[config.mk]
export PLATFORM = sky130hd
export DESIGN_NAME = mux_n_seq
export DESIGN_NICKNAME = d
export VERILOG_FILES = /design/src/rtl/mux_n_seq.sv
export SDC_FILE = /design/constraint.sdc
export NUM_CORES = 1
export LEC_CHECK = 0
export ABC_CLOCK_PERIOD_IN_PS = 5020
export BUFFER_PORTS_ARGS = -buffer_cell sky130_fd_sc_hd__buf_2
export CAP_MARGIN = 10
export CORE_AREA = 2 2 135 137
export DETAILED_ROUTE_END_ITERATION = 12
export DIE_AREA = 0 0 137 139
export GPL_TIMING_DRIVEN = 0
export MAX_ROUTING_LAYER = met4
export PLACE_DENSITY = 0.62
export SYNTH_ARGS = -nofsm -noshare
export SYNTH_HDL_FRONTEND = slang
export SYNTH_SLANG_ARGS = --single-unit
[constraint.sdc]
create_clock -name clk -period 5.02 [get_ports clk]
set_clock_uncertainty 0.1 [all_clocks]
set_input_delay 0.502 -clock clk [delete_from_list [all_inputs] [get_ports clk]]
set_output_delay 0.502 -clock clk [all_outputs]
set_load 0.1 [all_outputs]
[src/rtl/mux_n_seq.sv]
// ============================================================================
// Module   : mux_n_seq
// Summary  : N-input Versat routing mux with static/data/sequenced select and
//            a free-running LAT-stage output pipeline.
// Revision : 1.0
// ============================================================================
`default_nettype none

module mux_n_seq #(
    parameter  int DATA_W = 32,
    parameter  int N      = 8,
    parameter  int LAT    = 1,
    parameter  int HOLD_W = 16,
    localparam int SEL_W  = $clog2(N)
) (
    input  logic                clk,
    input  logic                rst,
    input  logic                running,
    input  logic                run,
    input  logic [N*DATA_W-1:0] in_data,
    input  logic [DATA_W-1:0]   in_sel,
    input  logic [1:0]          mode,
    input  logic [SEL_W-1:0]    sel_cfg,
    input  logic [HOLD_W-1:0]   hold,
    output logic [DATA_W-1:0]   out0,
    output logic [SEL_W-1:0]    out_sel,
    output logic                out_valid
);

    localparam int versat_latency = LAT;

    localparam logic [1:0] MODE_STATIC = 2'd0;
    localparam logic [1:0] MODE_DATA   = 2'd1;
    localparam logic [1:0] MODE_SEQ    = 2'd2;

    localparam logic [SEL_W-1:0] LAST_IDX = SEL_W'(N - 1);
    localparam logic [SEL_W:0]   N_EXT    = (SEL_W + 1)'(N);

    logic [SEL_W-1:0]  w_idx;
    logic              w_in_range;
    logic              w_legal;
    logic [DATA_W-1:0] w_mux;
    logic              w_unused_sel_hi;

    logic [DATA_W-1:0] stage_data_d;
    logic [SEL_W-1:0]  stage_sel_d;
    logic              stage_valid_d;

    logic [DATA_W-1:0] data_q  [versat_latency];
    logic [SEL_W-1:0]  sel_q   [versat_latency];
    logic              valid_q [versat_latency];

    logic [SEL_W-1:0]  seq_idx_d,   seq_idx_q;
    logic [HOLD_W-1:0] dwell_cnt_d, dwell_cnt_q;

    assign w_unused_sel_hi = ^in_sel[DATA_W-1:SEL_W];

    // Mode 3 forces index 0 so the reported out_sel is 0 while disabled.
    always_comb begin
        w_idx = '0;
        case (mode)
            MODE_STATIC: w_idx = sel_cfg;
            MODE_DATA:   w_idx = in_sel[SEL_W-1:0];
            MODE_SEQ:    w_idx = seq_idx_q;
            default:     w_idx = '0;
        endcase
    end

    generate
        if ((1 << SEL_W) == N) begin : g_range_full
            assign w_in_range = 1'b1;
        end else begin : g_range_part
            assign w_in_range = ({1'b0, w_idx} < N_EXT);
        end
    endgenerate

    assign w_legal = w_in_range && (mode != 2'd3);

    always_comb begin
        w_mux = '0;
        for (int i = 0; i < N; i++) begin
            if (w_idx == SEL_W'(i)) begin
                w_mux = in_data[i*DATA_W +: DATA_W];
            end
        end
    end

    always_comb begin
        stage_data_d  = w_legal ? w_mux : '0;
        stage_sel_d   = w_idx;
        stage_valid_d = w_legal;
    end

    always_ff @(posedge clk or posedge rst) begin
        if (rst) begin
            for (int s = 0; s < versat_latency; s++) begin
                data_q[s]  <= '0;
                sel_q[s]   <= '0;
                valid_q[s] <= 1'b0;
            end
        end else begin
            data_q[0]  <= stage_data_d;
            sel_q[0]   <= stage_sel_d;
            valid_q[0] <= stage_valid_d;
            for (int s = 1; s < versat_latency; s++) begin
                data_q[s]  <= data_q[s-1];
                sel_q[s]   <= sel_q[s-1];
                valid_q[s] <= valid_q[s-1];
            end
        end
    end

    assign out0      = data_q[versat_latency-1];
    assign out_sel   = sel_q[versat_latency-1];
    assign out_valid = valid_q[versat_latency-1];

    // A hold lowered below the running dwell count wraps through HOLD_W.
    always_comb begin
        seq_idx_d   = seq_idx_q;
        dwell_cnt_d = dwell_cnt_q;
        if (run) begin
            seq_idx_d   = '0;
            dwell_cnt_d = '0;
        end else if (running && (mode == MODE_SEQ)) begin
            if (dwell_cnt_q == hold) begin
                dwell_cnt_d = '0;
                seq_idx_d   = (seq_idx_q == LAST_IDX) ? '0 : seq_idx_q + 1'b1;
            end else begin
                dwell_cnt_d = dwell_cnt_q + 1'b1;
            end
        end
    end

    always_ff @(posedge clk or posedge rst) begin
        if (rst) begin
            seq_idx_q   <= '0;
            dwell_cnt_q <= '0;
        end else begin
            seq_idx_q   <= seq_idx_d;
            dwell_cnt_q <= dwell_cnt_d;
        end
    end

endmodule

`default_nettype wire

After elaboration in Yosys (flattened, before gate mapping)
Cells that the tools add are included.
- register bits after elaboration: 55
- output and inout bits: 36
- input bits: 313
- word-level logic and storage cells: 42
- reduce and logical (&&, ||, !) cells: 6
- mux-type cells: 17
- equal/unequal tests: 12
- $add $sub $neg: 2
- operators with widths (kind ; number):
    2-to-1 mux 32 bit ; 9
    2-to-1 mux 16 bit ; 3
    adder 16 x 1 -> 16 bit, second input constant ; 1
    == test 16 bit ; 1
    == test 3 bit, second input constant ; 5
    2-to-1 mux 3 bit ; 4
    case mux 3 bit (3 select lines) ; 1
    == test 3 x 2 -> 1 bit, second input constant ; 2
    nonzero test 2 bit ; 2
    adder 3 x 1 -> 3 bit, second input constant ; 1
    == test 3 x 1 -> 1 bit, second input constant ; 1
    zero test 3 bit ; 1
    == test 2 x 1 -> 1 bit, second input constant ; 1
    == test 2 bit, second input constant ; 1
    zero test 2 bit ; 1
    inequality test 2 bit, second input constant ; 1
    AND reduction 2 bit ; 1
    logical AND 1 bit ; 1

Longest topological paths before layout
Gate-level depths: netlist of run 1.
- depth in word-level cells: 12
- depth in mapped cells: 9
- mapped depth without buffers: 6

Least setup slack after synthesis of run 1
Ideal clock, no wire load.
- path type: input-to-reg
- from: input mode[1]
- to: register data_q, in the netlist out0[12]
- data required time: 4.798 ns
- slack: 2.920 ns
- data arrival time: 1.878 ns
- cell stages on the path: 8
- buffers on the path: 3
- setup time: 0.122 ns
- cell sequence: buf_4 and2b_2 o2bb2ai_4 buf_6 buf_6 mux2i_1 o22ai_1 o2111a_1
- word-level cells in the longest chain between the ends: 12
- elaborated cells between the ends (all ways): 22
- classes of those cells: eq/ne: 10; mux: 10; reduce/logical: 2
- RTL lines (what ; line ; source):
    start: declaration ; 22 ; input logic [1:0] mode,
    == test 2 bit, or another cell as far along ; 61 ; case (mode)
    case mux 3 bit (3 select lines) ; 61 ;
    zero test 3 bit ; 82 ; if (w_idx == SEL_W'(i)) begin
    2-to-1 mux 32 bit (8 in a row) ; 82 ;
    2-to-1 mux 32 bit (*) ; 89 ; stage_data_d = w_legal ? w_mux : '0;
    net stage_data_d[12] ; 45 ; logic [DATA_W-1:0] stage_data_d;
    end signal: indexed assignment ; 106 ; data_q[s] <= data_q[s-1];
    end: declaration ; 49 ; logic [DATA_W-1:0] data_q [versat_latency];
The timed path passes the listed nets; every way through them passes the cells marked *.
A chain may end at the register's enable or synchronous reset.

Worst setup path in the final report of run 1
- from: register seq_idx_q[0]
- to: register data_q, in the netlist out0[11]
- word-level cells in the longest chain between the ends: 11
- elaborated cells between the ends (all ways): 18
- classes of those cells: eq/ne: 7; mux: 10; reduce/logical: 1
- RTL lines (what ; line ; source):
    start: declaration ; 53 ; logic [SEL_W-1:0] seq_idx_d, seq_idx_q;
    start signal: assignment ; 139 ; seq_idx_q <= seq_idx_d;
    case mux 3 bit (3 select lines) (*) ; 61 ;
    zero test 3 bit ; 82 ;
    2-to-1 mux 32 bit (7 in a row) ; 82 ;
    2-to-1 mux 32 bit (*) ; 82 ;
    2-to-1 mux 32 bit (*) ; 89 ;
    net stage_data_d[11] ; 45 ;
Marks and branches as above.

==> results of run 1 <==
[sequential cells by signal, summed over array words and instances (netlist names)]
name         count
out_sel          3
seq_idx_q        3
out0            32
dwell_cnt_q     16
out_valid        1
[worst max path at each step]
stage                   endpoint      startpoint
floorplan               out0[12]         mode[1]
global placement        out0[14]             rst
detailed placement       out0[6]         mode[0]
CTS                      out0[6]         mode[0]
global route        seq_idx_q[0]  dwell_cnt_q[7]
finish                  out0[11]    seq_idx_q[0]
[critical path: cells and delay by family (launching register included)]
| family | cells | cell delay (ns) |
|---|---|---|
| AOI/OAI and AO/OA | 3 | 0.60 |
| buffers and inverters | 1 | 0.52 |
| DFF | 1 | 0.42 |
| and+or+nand+nor | 1 | 0.26 |
| muxes | 1 | 0.24 |
[cells in the final DEF, fill, tap and decap left out, drive strengths merged, types with 2 or more instances in the layout]
cell	netlist	layout
xor2	20	20
and3	4	4
a21o	2	2
nor2b	3	3
diode	0	3
mux2i	33	33
a2111oi	2	2
nand4b	2	2
a31oi	2	2
nand4	3	3
buf	44	362
nand3	68	68
o221ai	2	2
a21oi	36	36
and2	3	3
inv	8	9
nor2	19	19
nor4	5	5
o21ai	3	3
o2111a	30	30
and3b	2	2
o211ai	2	2
a22oi	32	32
ha	3	3
clkbuf	12	17
nor3	4	4
xnor2	9	9
nand2	163	163
dfrtp	55	55
o22ai	30	30
o2111ai	2	2
[cell families after synthesis]
family / share of synthesized area [%]
AOI/OAI and AO/OA: 24.36
buffers and inverters: 6.907
and+or+nand+nor: 26.15
xor gates and xnor gates: 5.352
muxes: 7.435
DFF: 29.00
adders and majority gates: 0.7910
[per-stage QoR]
| stage | instances | utilization (%) | cell area, µm² | worst slack, ns |
|---|---|---|---|---|
| 2_1_floorplan | 615 | - | 4746 | 2.920 |
| 3_3_place_gp | 1161 | 37.49 | 6619 | 2.067 |
| 3_5_place_dp | 1162 | 37.60 | 6639 | 2.474 |
| 4_1_cts | 1170 | 38.46 | 6792 | 2.790 |
| 5_1_grt | 1173 | 38.51 | 6799 | 2.616 |
| 6_report | 1173 | 38.51 | 6799 | 2.765 |
[synthesized netlist by cell type (all sizes together) (2+ instances only)]
cell     number
nand2       163
buf          44
nor2         19
nand4         3
a31oi         2
ha            3
and3          4
and2          3
o221ai        2
o2111a       30
nor2b         3
dfrtp        55
a21o          2
nor4          5
o211ai        2
and3b         2
a2111oi       2
nand3        68
xor2         20
clkbuf       12
a22oi        32
inv           8
nor3          4
o22ai        30
a21oi        36
nand4b        2
mux2i        33
o2111ai       2
o21ai         3
xnor2         9
[where the power goes]
| part | switching [µW] | internal (µW) |
|---|---|---|
| Clock | 198 | 191 |
| Combinational | 560 | 226 |
| Sequential | 9.93 | 481 |
| Total | 767 | 898 |
[final cells by class]
type / instances / area (µm²) / area share (%)
multi-input cells: 496 / 3042 / 44.74
repair buffers: 318 / 1607 / 23.63
flip-flops and latches: 55 / 1376 / 20.24
plain buffers: 56 / 297.8 / 4.380
well taps: 229 / 286.5 / 4.214
clock buffers: 5 / 125.1 / 1.840
inverters: 8 / 30.03 / 0.4417
clock inverters: 3 / 27.53 / 0.4049
diodes: 3 / 7.507 / 0.1104
[metal layers]
metal / track usage (%) / part of all wire (%) / vias up
li1: - / - / 2878
met1: 29.56 / 40 / 2689
met2: 41.90 / 51 / 272
met3: 4.569 / 7.2 / 21
met4: 5.534 / 1.5 / 0
met5: - / 0 / -
==> flow_summary_export.csv, run 1 <==
group,metric,value,unit
status,status,"completed",
sta,layout_min_cycle_time,2.255,ns
yosys,ys_types,52,
die,initial_utilization,26.88,%
die,die_area,19040,µm²
yosys,syn_area,4746,µm²
job,drv_cap,0,
drt,dr.pass1.iters,5,
sta,rsz0062_at_grt,"false",
clock_tree,cts_buffer_depth,2,
pwr,power.density,244.9,nW/µm²
yosys,async_reset_ff_share,100.0,%
yosys,synth_edf_count,0,
placed_design,portBuffers,317,
setup_path,crit_chain,"mux2i_2 -> o2bb2ai_4 -> nor2_2 -> buf_1 -> a21oi_1 -> o2111a_1",
placed_design,place_congestion,0.8767,
setup_path,r2r_slack,2.77,ns
clock_tree,cts_max_level,2,
sta,setup_violations,0,
yosys,synth_top_cell_area_share,29.00,%
layout,area_growth,43.26,%
sta,tightest_slew,0.7042,ns
clock_tree,cts_resized,0,
drt,antenna_left,0,
sta,relSlewSlack,53.05,%
sta,timing.fmax,443.5,MHz
sta,hold_viol_final,0,
drt,via_count,5860,
drt,routed_wirelength,22970,µm
setup_path,crit_fanout,10,
yosys,synthCells,615,
layout,fillers,1896,
die,num_rows,49,
die,die_h,139,µm
setup_path,regToRegStartpoint,"seq_idx_q[0]",
die,die_x,137,µm
yosys,synth_area_per_cell,7.717,µm²
drt,wl_per_cell,19.58,µm
layout,nets,1256,
pwr,finalPower,1665,µW
drt,drcViolationCount,0,
drt,drt-initial-drc-count,352,
yosys,yosys.area.top_type,"dfrtp_1",
global_routing,grt_pass1_wl,33930,µm
global_routing,grt_overflow,0,
placed_design,hpwl,17960,µm
yosys,yosys-top-cells-area,"dfrtp_1 29%, nand2_1 13%, nand3_1 7.2%",
yosys,ys_seq_elements,55,
clock_tree,insertion_delay,0.31,ns
clock_tree,root_buffer,"clkbuf_16",
global_routing,grt_max_degree,32,
layout,drive_gt1_share,40.38,%
pwr,power.leakage,0.003392,µW
yosys,synth_nets,931,
yosys,synth_flop_cell,"dfrtp_1",
hold_path,hp-class,"in2async",
setup_path,crit_type,"reg2reg",
setup_path,required,5.12,ns
clock_tree,cts_hold_buf,0,
sta,whs,0.1668,ns
clock_tree,tritoncts,"done",
setup_path,crit_arrival,2.35,ns
global_routing,track_usage,24.46,%
setup_path,endpoint_kind,"flop",
die,coreArea,17660,µm²
setup_path,cpMaxStageDelayCell,"buf_1",
setup_path,critPathLaunchType,"flop",
clock_tree,cts.clk_slew.worst_paths,0.09,ns
yosys,ys_warn_count,0,
sta,period_share,44.92,%
drt,viasPerCell,4.996,
clock_tree,post_cts_buffers,0,
yosys,ys_seq_area_share,29.00,%
pwr,ir_worst_vdd,0.1404,mV
setup_path,cpPeakStageDelay,0.52,ns
die,pin_count,349,
global_routing,antenna_found_initial,3,
sta,finalMaxSlewViolations,0,
clock_tree,cts_sinks,55,
global_routing,grt_pass1_vias,5913,
clock_tree,cts_buffers,5,
sta,final.setup.tns,0,ns
setup_path,timing.rr.end,"out0[11]",
setup_path,ff2ff_path_depth,6,
Power figures use the tool's default switching activity.
==> run 2, diff against run 1 <==
Settings changed: ABC_CLOCK_PERIOD_IN_PS 5020 to 2400.
Clock period 5.02 ns to 2.4 ns, I/O delays scaled along.
==> flow_summary_export.csv, run 2 (synthesis gave the netlist of run 1 again) <==
group,metric,value,unit
status,status,"completed",
setup_path,critPathLaunchType,"flop",
sta,setup_violations,0,
drt,dr.pass1.iters,5,
global_routing,antenna_found_initial,3,
clock_tree,cts_max_level,2,
sta,timing.fmax,442.0,MHz
layout,layout_common_cells,"351 x buf_2, 162 x nand2_1, 68 x nand3_1, 55 x dfrtp_1, 35 x a21oi_1",
layout,largest_register_ffs,32,
clock_tree,cts_buffer_depth,2,
layout,final_common_cell,"buf_2",
die,pin_count,349,
pwr,ir_worst_vdd,0.2938,mV
layout,seqCellArea,1376,µm²
clock_tree,cts_buffers,5,
placed_design,portBuffers,317,
drt,viasPerCell,4.987,
die,num_rows,49,
pwr,power.leakage,0.003400,µW
sta,relSlewSlack,53.36,%
die,die_h,139,µm
job,drv_cap,0,
sta,period_share,94.28,%
global_routing,grt_max_degree,32,
layout,fin_area,6817,µm²
clock_tree,cts.clk_slew.worst_paths,0.09,ns
drt,drt-initial-drc-count,326,
drt,antenna_left,0,
global_routing,grt_pass1_wl,33940,µm
layout,fillers,1895,
setup_path,required,2.50,ns
drt,drcViolationCount,0,
placed_design,hpwl,17960,µm
global_routing,track_usage,24.46,%
pwr,power.density,511.8,nW/µm²
sta,layout_min_cycle_time,2.263,ns
sta,hold_viol_final,0,
die,die_x,137,µm
die,coreArea,17660,µm²
hold_path,hp-class,"in2reg",
setup_path,crit_fanout,10,
drt,wl_per_cell,19.62,µm
drt,routed_wirelength,23060,µm
clock_tree,cts_sinks,55,
layout,multi_input_area,3042,µm²
clock_tree,cts_resized,0,
setup_path,endpoint_kind,"flop",
layout,drive_gt1_share,40.40,%
global_routing,grt_overflow,0,
placed_design,place_congestion,0.8767,
setup_path,crit_type,"reg2reg",
sta,finalMaxSlewViolations,0,
clock_tree,insertion_delay,0.31,ns
clock_tree,tritoncts,"done",
sta,whs,0.1688,ns
setup_path,crit_arrival,2.36,ns
die,die_area,19040,µm²
sta,rsz0062_at_grt,"false",
die,initial_utilization,26.88,%
placed_design,placed_area,6639,µm²
clock_tree,root_buffer,"clkbuf_16",
sta,tightest_slew,0.6997,ns
drt,via_count,5860,
layout,area_growth,43.63,%
global_routing,grt_pass1_vias,5918,
layout,nets,1258,
-- run 2: cell count changes in the layout (fill, tap and decap cells not counted) --
| cell | before | now |
|---|---|---|
| dlygate4sd3_1 | 0 | 1 |
| buf_4 | 2 | 3 |
-- run 2: critical path, stage by stage (launching register included) --
cell	delay, ns
dfrtp_1	0.42
mux2i_2	0.24
o2bb2ai_4	0.16
nor2_2	0.26
buf_1	0.53
a21oi_1	0.14
o2111a_1	0.30
-- run 2: where the power goes --
group	internal [µW]	total, µW	switching [µW]
Combinational	475	1650	1170
Clock	399	815	416
Sequential	1010	1030	20.7
-- run 2: worst paths after layout --
check / from / end / slack, ns / cells after the start
setup / recovery: seq_idx_q[0] / out0[11] / 0.14 / 6
hold / removal: in_data[239] / out0[15] / 0.17 / 4
setup reg to reg: seq_idx_q[0] / out0[11] / 0.14 / 6
hold reg to reg: dwell_cnt_q[15] / dwell_cnt_q[15] / 0.48 / 2
max in group asynchronous: rst / out_sel[2] / 1.16 / 4
min in group asynchronous: rst / out0[29] / 0.45 / 3
-- run 2: layout make-up --
cell class	instances	share of cell area (%)
Clock buffer	5	1.836
Timing Repair Buffer	320	23.83
Tap cell	229	4.203
Clock inverter	3	0.4038
Multi-Input combinational cell	496	44.62
Buffer	56	4.369
Inverter	8	0.4405
Antenna cell	3	0.1101
Sequential cell	55	20.19
-- run 2: layer usage --
layer	track usage (%)	share of wire, %	vias up
met5	-	0	-
met4	5.534	1.4	0
met3	4.569	7.2	18
met2	41.90	51	255
met1	29.58	41	2706
li1	-	-	2881
-- run 2: what timing repair did --
item | 4_1_cts | 5_1_grt
hold buffers | 1 | 0
setup buffers | 0 | 1
endpoints found under the hold margin | 24 | 0
endpoints found under the setup margin | 0 | 1
-- run 2: per-stage QoR --
| step | total power, µW | util (%) | setup WS (ns) | instances | TNS, ns |
|---|---|---|---|---|---|
| after CTS | 3525 | 38.52 | 0.1727 | 1171 | 0 |
| after floorplan | 2153 | - | 0.5624 | 615 | 0 |
| after detailed placement | 2698 | 37.60 | 0.1162 | 1162 | 0 |
| after global routing | 3660 | 38.61 | 0.01506 | 1175 | 0 |
| final | 3489 | 38.61 | 0.1374 | 1175 | 0 |
| after global placement | 2687 | 37.49 | -0.2913 | 1161 | -15.74 |
==> run 3, diff against run 2 <==
--- a/config.mk
+++ b/config.mk
@@ -9,10 +9,12 @@
 export BUFFER_PORTS_ARGS = -buffer_cell sky130_fd_sc_hd__buf_2
 export CAP_MARGIN = 10
-export CORE_AREA = 2 2 135 137
+export CELL_PAD_IN_SITES_DETAIL_PLACEMENT = 2
+export CELL_PAD_IN_SITES_GLOBAL_PLACEMENT = 2
+export CORE_MARGIN = 1
+export CORE_UTILIZATION = 20
 export DETAILED_ROUTE_END_ITERATION = 12
-export DIE_AREA = 0 0 137 139
 export GPL_TIMING_DRIVEN = 0
 export MAX_ROUTING_LAYER = met4
-export PLACE_DENSITY = 0.62
+export PLACE_DENSITY = 0.85
 export SYNTH_ARGS = -nofsm -noshare
 export SYNTH_HDL_FRONTEND = slang
==> constraint.sdc (replaced) <==
create_clock -name clk -period 2.4 [get_ports clk]
set_clock_uncertainty 0.1 [all_clocks]
set_input_delay 0.6 -clock clk [delete_from_list [all_inputs] [get_ports clk]]
set_output_delay 0.6 -clock clk [all_outputs]
set_load 0.1 [all_outputs]
==> flow_summary_export.csv, run 3 (synthesis gave the netlist of run 1 again) <==
group,metric,value,unit
sta,setup_violations,0,
pwr,ir_worst_vdd,0.2709,mV
die,initial_utilization,20.28,%
layout,nets,1256,
clock_tree,root_buffer,"clkbuf_16",
placed_design,portBuffers,317,
drt,dr.pass1.iters,4,
sta,timing.fmax,435.3,MHz
sta,whs,0.2317,ns
setup_path,regToRegStartpoint,"dwell_cnt_q[7]",
setup_path,required,2.50,ns
pwr,internal-power,1985,µW
drt,antenna_left,0,
sta,relSlewSlack,55.21,%
clock_tree,insertion_delay,0.31,ns
drt,via_count,6258,
setup_path,critPathLaunchType,"input pin",
sta,tightest_slew,0.6718,ns
layout,area_growth,46.40,%
global_routing,track_usage,23.46,%
global_routing,grt_overflow,0,
drt,drt-initial-drc-count,269,
setup_path,endpoint_kind,"flop",
setup_path,crit_fanout,10,
global_routing,grt_max_degree,37,
global_routing,grt_pass1_wl,41010,µm
die,coreArea,23400,µm²
drt,drcViolationCount,0,
placed_design,hpwl,22250,µm
clock_tree,cts_max_level,2,
clock_tree,cts_buffer_depth,2,
layout,largest_register_ffs,32,
sta,layout_min_cycle_time,2.297,ns
layout,final_common_cell,"buf_2",
hold_path,hp-class,"in2async",
drt,routed_wirelength,27970,µm
setup_path,r2r_slack,0.12,ns
placed_design,place_congestion,0.8408,
pwr,p_comb_share,46.5,%
clock_tree,cts.clk_slew.worst_paths,0.08,ns
pwr,pwr-share-clk,25.2,%
pwr,switchingPower,1662,µW
setup_path,crit_arrival,2.40,ns
die,die_x,156.0,µm
setup_path,ff2ff_path_depth,5,
global_routing,grt_pass1_vias,7017,
layout,post-route-util,29.69,%
pwr,power.leakage,0.003423,µW
pwr,swShare,45.58,%
global_routing,antenna_found_initial,3,
die,pin_count,349,
setup_path,timing.rr.end,"seq_idx_q[0]",
setup_path,cp-endpoint,"out0[12]",
status,status,"completed",
clock_tree,cts_sinks,55,
setup_path,crit_type,"in2reg",
sta,finalMaxSlewViolations,0,
die,die_area,24350,µm²
sta,period_share,95.72,%
clock_tree,tritoncts,"done",
die,die_h,156.0,µm
pwr,p_seq_share,28.3,%
layout,drive_gt1_share,40.91,%
pwr,power.density,524.9,nW/µm²
sta,rsz0062_at_grt,"false",
layout,layout_common_cells,"350 x buf_2, 162 x nand2_1, 68 x nand3_1, 55 x dfrtp_1, 35 x a21oi_1",
layout,stdcell_count,1264,
drt,viasPerCell,4.951,
placed_design,place_inst,1252,
clock_tree,post_cts_buffers,0,
sta,hold_viol_final,0,
die,num_rows,56,
drt,wl_per_cell,22.12,µm
setup_path,critPathLaunch,"mode[1]",
job,drv_cap,0,
clock_tree,cts_buffers,5,
## run 3: cell types whose count changed in the layout (fill, tap and decap cells not counted), sizes merged
cell         previous run  this run
buf                   363       358
bufinv                  0         1
clkbuf                 17        21
clkinvlp                1         0
diode                   3         4
dlygate4sd3             1         0
## run 3: power groups by stage
stage          Sequential (µW)  Clock (µW)  Combinational, µW
2_1_floorplan             1650           0                503
3_3_place_gp              1050           0               1660
3_5_place_dp              1050           0               1700
4_1_cts                   1030         951               1710
5_1_grt                   1040         985               1790
6_report                  1030         920               1690
## run 3: metrics by stage
stage                     power, µW  setup TNS, ns  instance area (µm²)  setup WS, ns
after global routing           3818              0                 6945       0.01277
final                          3647              0                 6948        0.1028
after CTS                      3693              0                 6929       0.02021
after global placement         2712         -47.28                 6731       -0.7399
after detailed placement       2755         -11.22                 6751       -0.4365
after floorplan                2153              0                 4746        0.2024
## run 3: critical path: stages
cell	delay, ns
buf_4	0.15
mux2i_2	0.19
o2bb2ai_4	0.30
buf_6	0.23
buf_6	0.21
mux2i_1	0.29
o22ai_1	0.16
o2111a_1	0.26
## run 3: metal layers
| metal | GRT usage (%) | up-vias | part of all wire, % |
|---|---|---|---|
| li1 | - | 2877 | - |
| met1 | 26.18 | 3084 | 41 |
| met2 | 41.94 | 257 | 51 |
| met3 | 4.333 | 40 | 5.6 |
| met4 | 7.563 | 0 | 2.6 |
| met5 | - | - | 0 |
## run 3: timing repair
action | in CTS | in global routing
resized for setup | 4 | 4
cloned | 0 | 0
setup endpoints to repair | 21 | 11
pin swaps | 0 | 0
hold buffers | 0 | 0
## run 3: worst min-delay path by stage
| stage | to | slack (ns) |
|---|---|---|
| CTS | out0[5] | 0.24 |
| floorplan | dwell_cnt_q[15] | 0.43 |
| detailed placement | seq_idx_q[1] | 0.49 |
| global route | out0[5] | 0.27 |
| global placement | seq_idx_q[1] | 0.47 |
| finish | out0[5] | 0.23 |
## run 3: final cells by class
class | instances | area (µm²)
diodes | 4 | 10.01
plain buffers | 56 | 311.5
clock buffers | 5 | 125.1
clock inverters | 3 | 47.55
fillers | 2841 | 16450
inverters | 8 | 30.03
multi-input cells | 496 | 3042
flip-flops and latches | 55 | 1376
well taps | 319 | 399.1
repair buffers | 318 | 1607
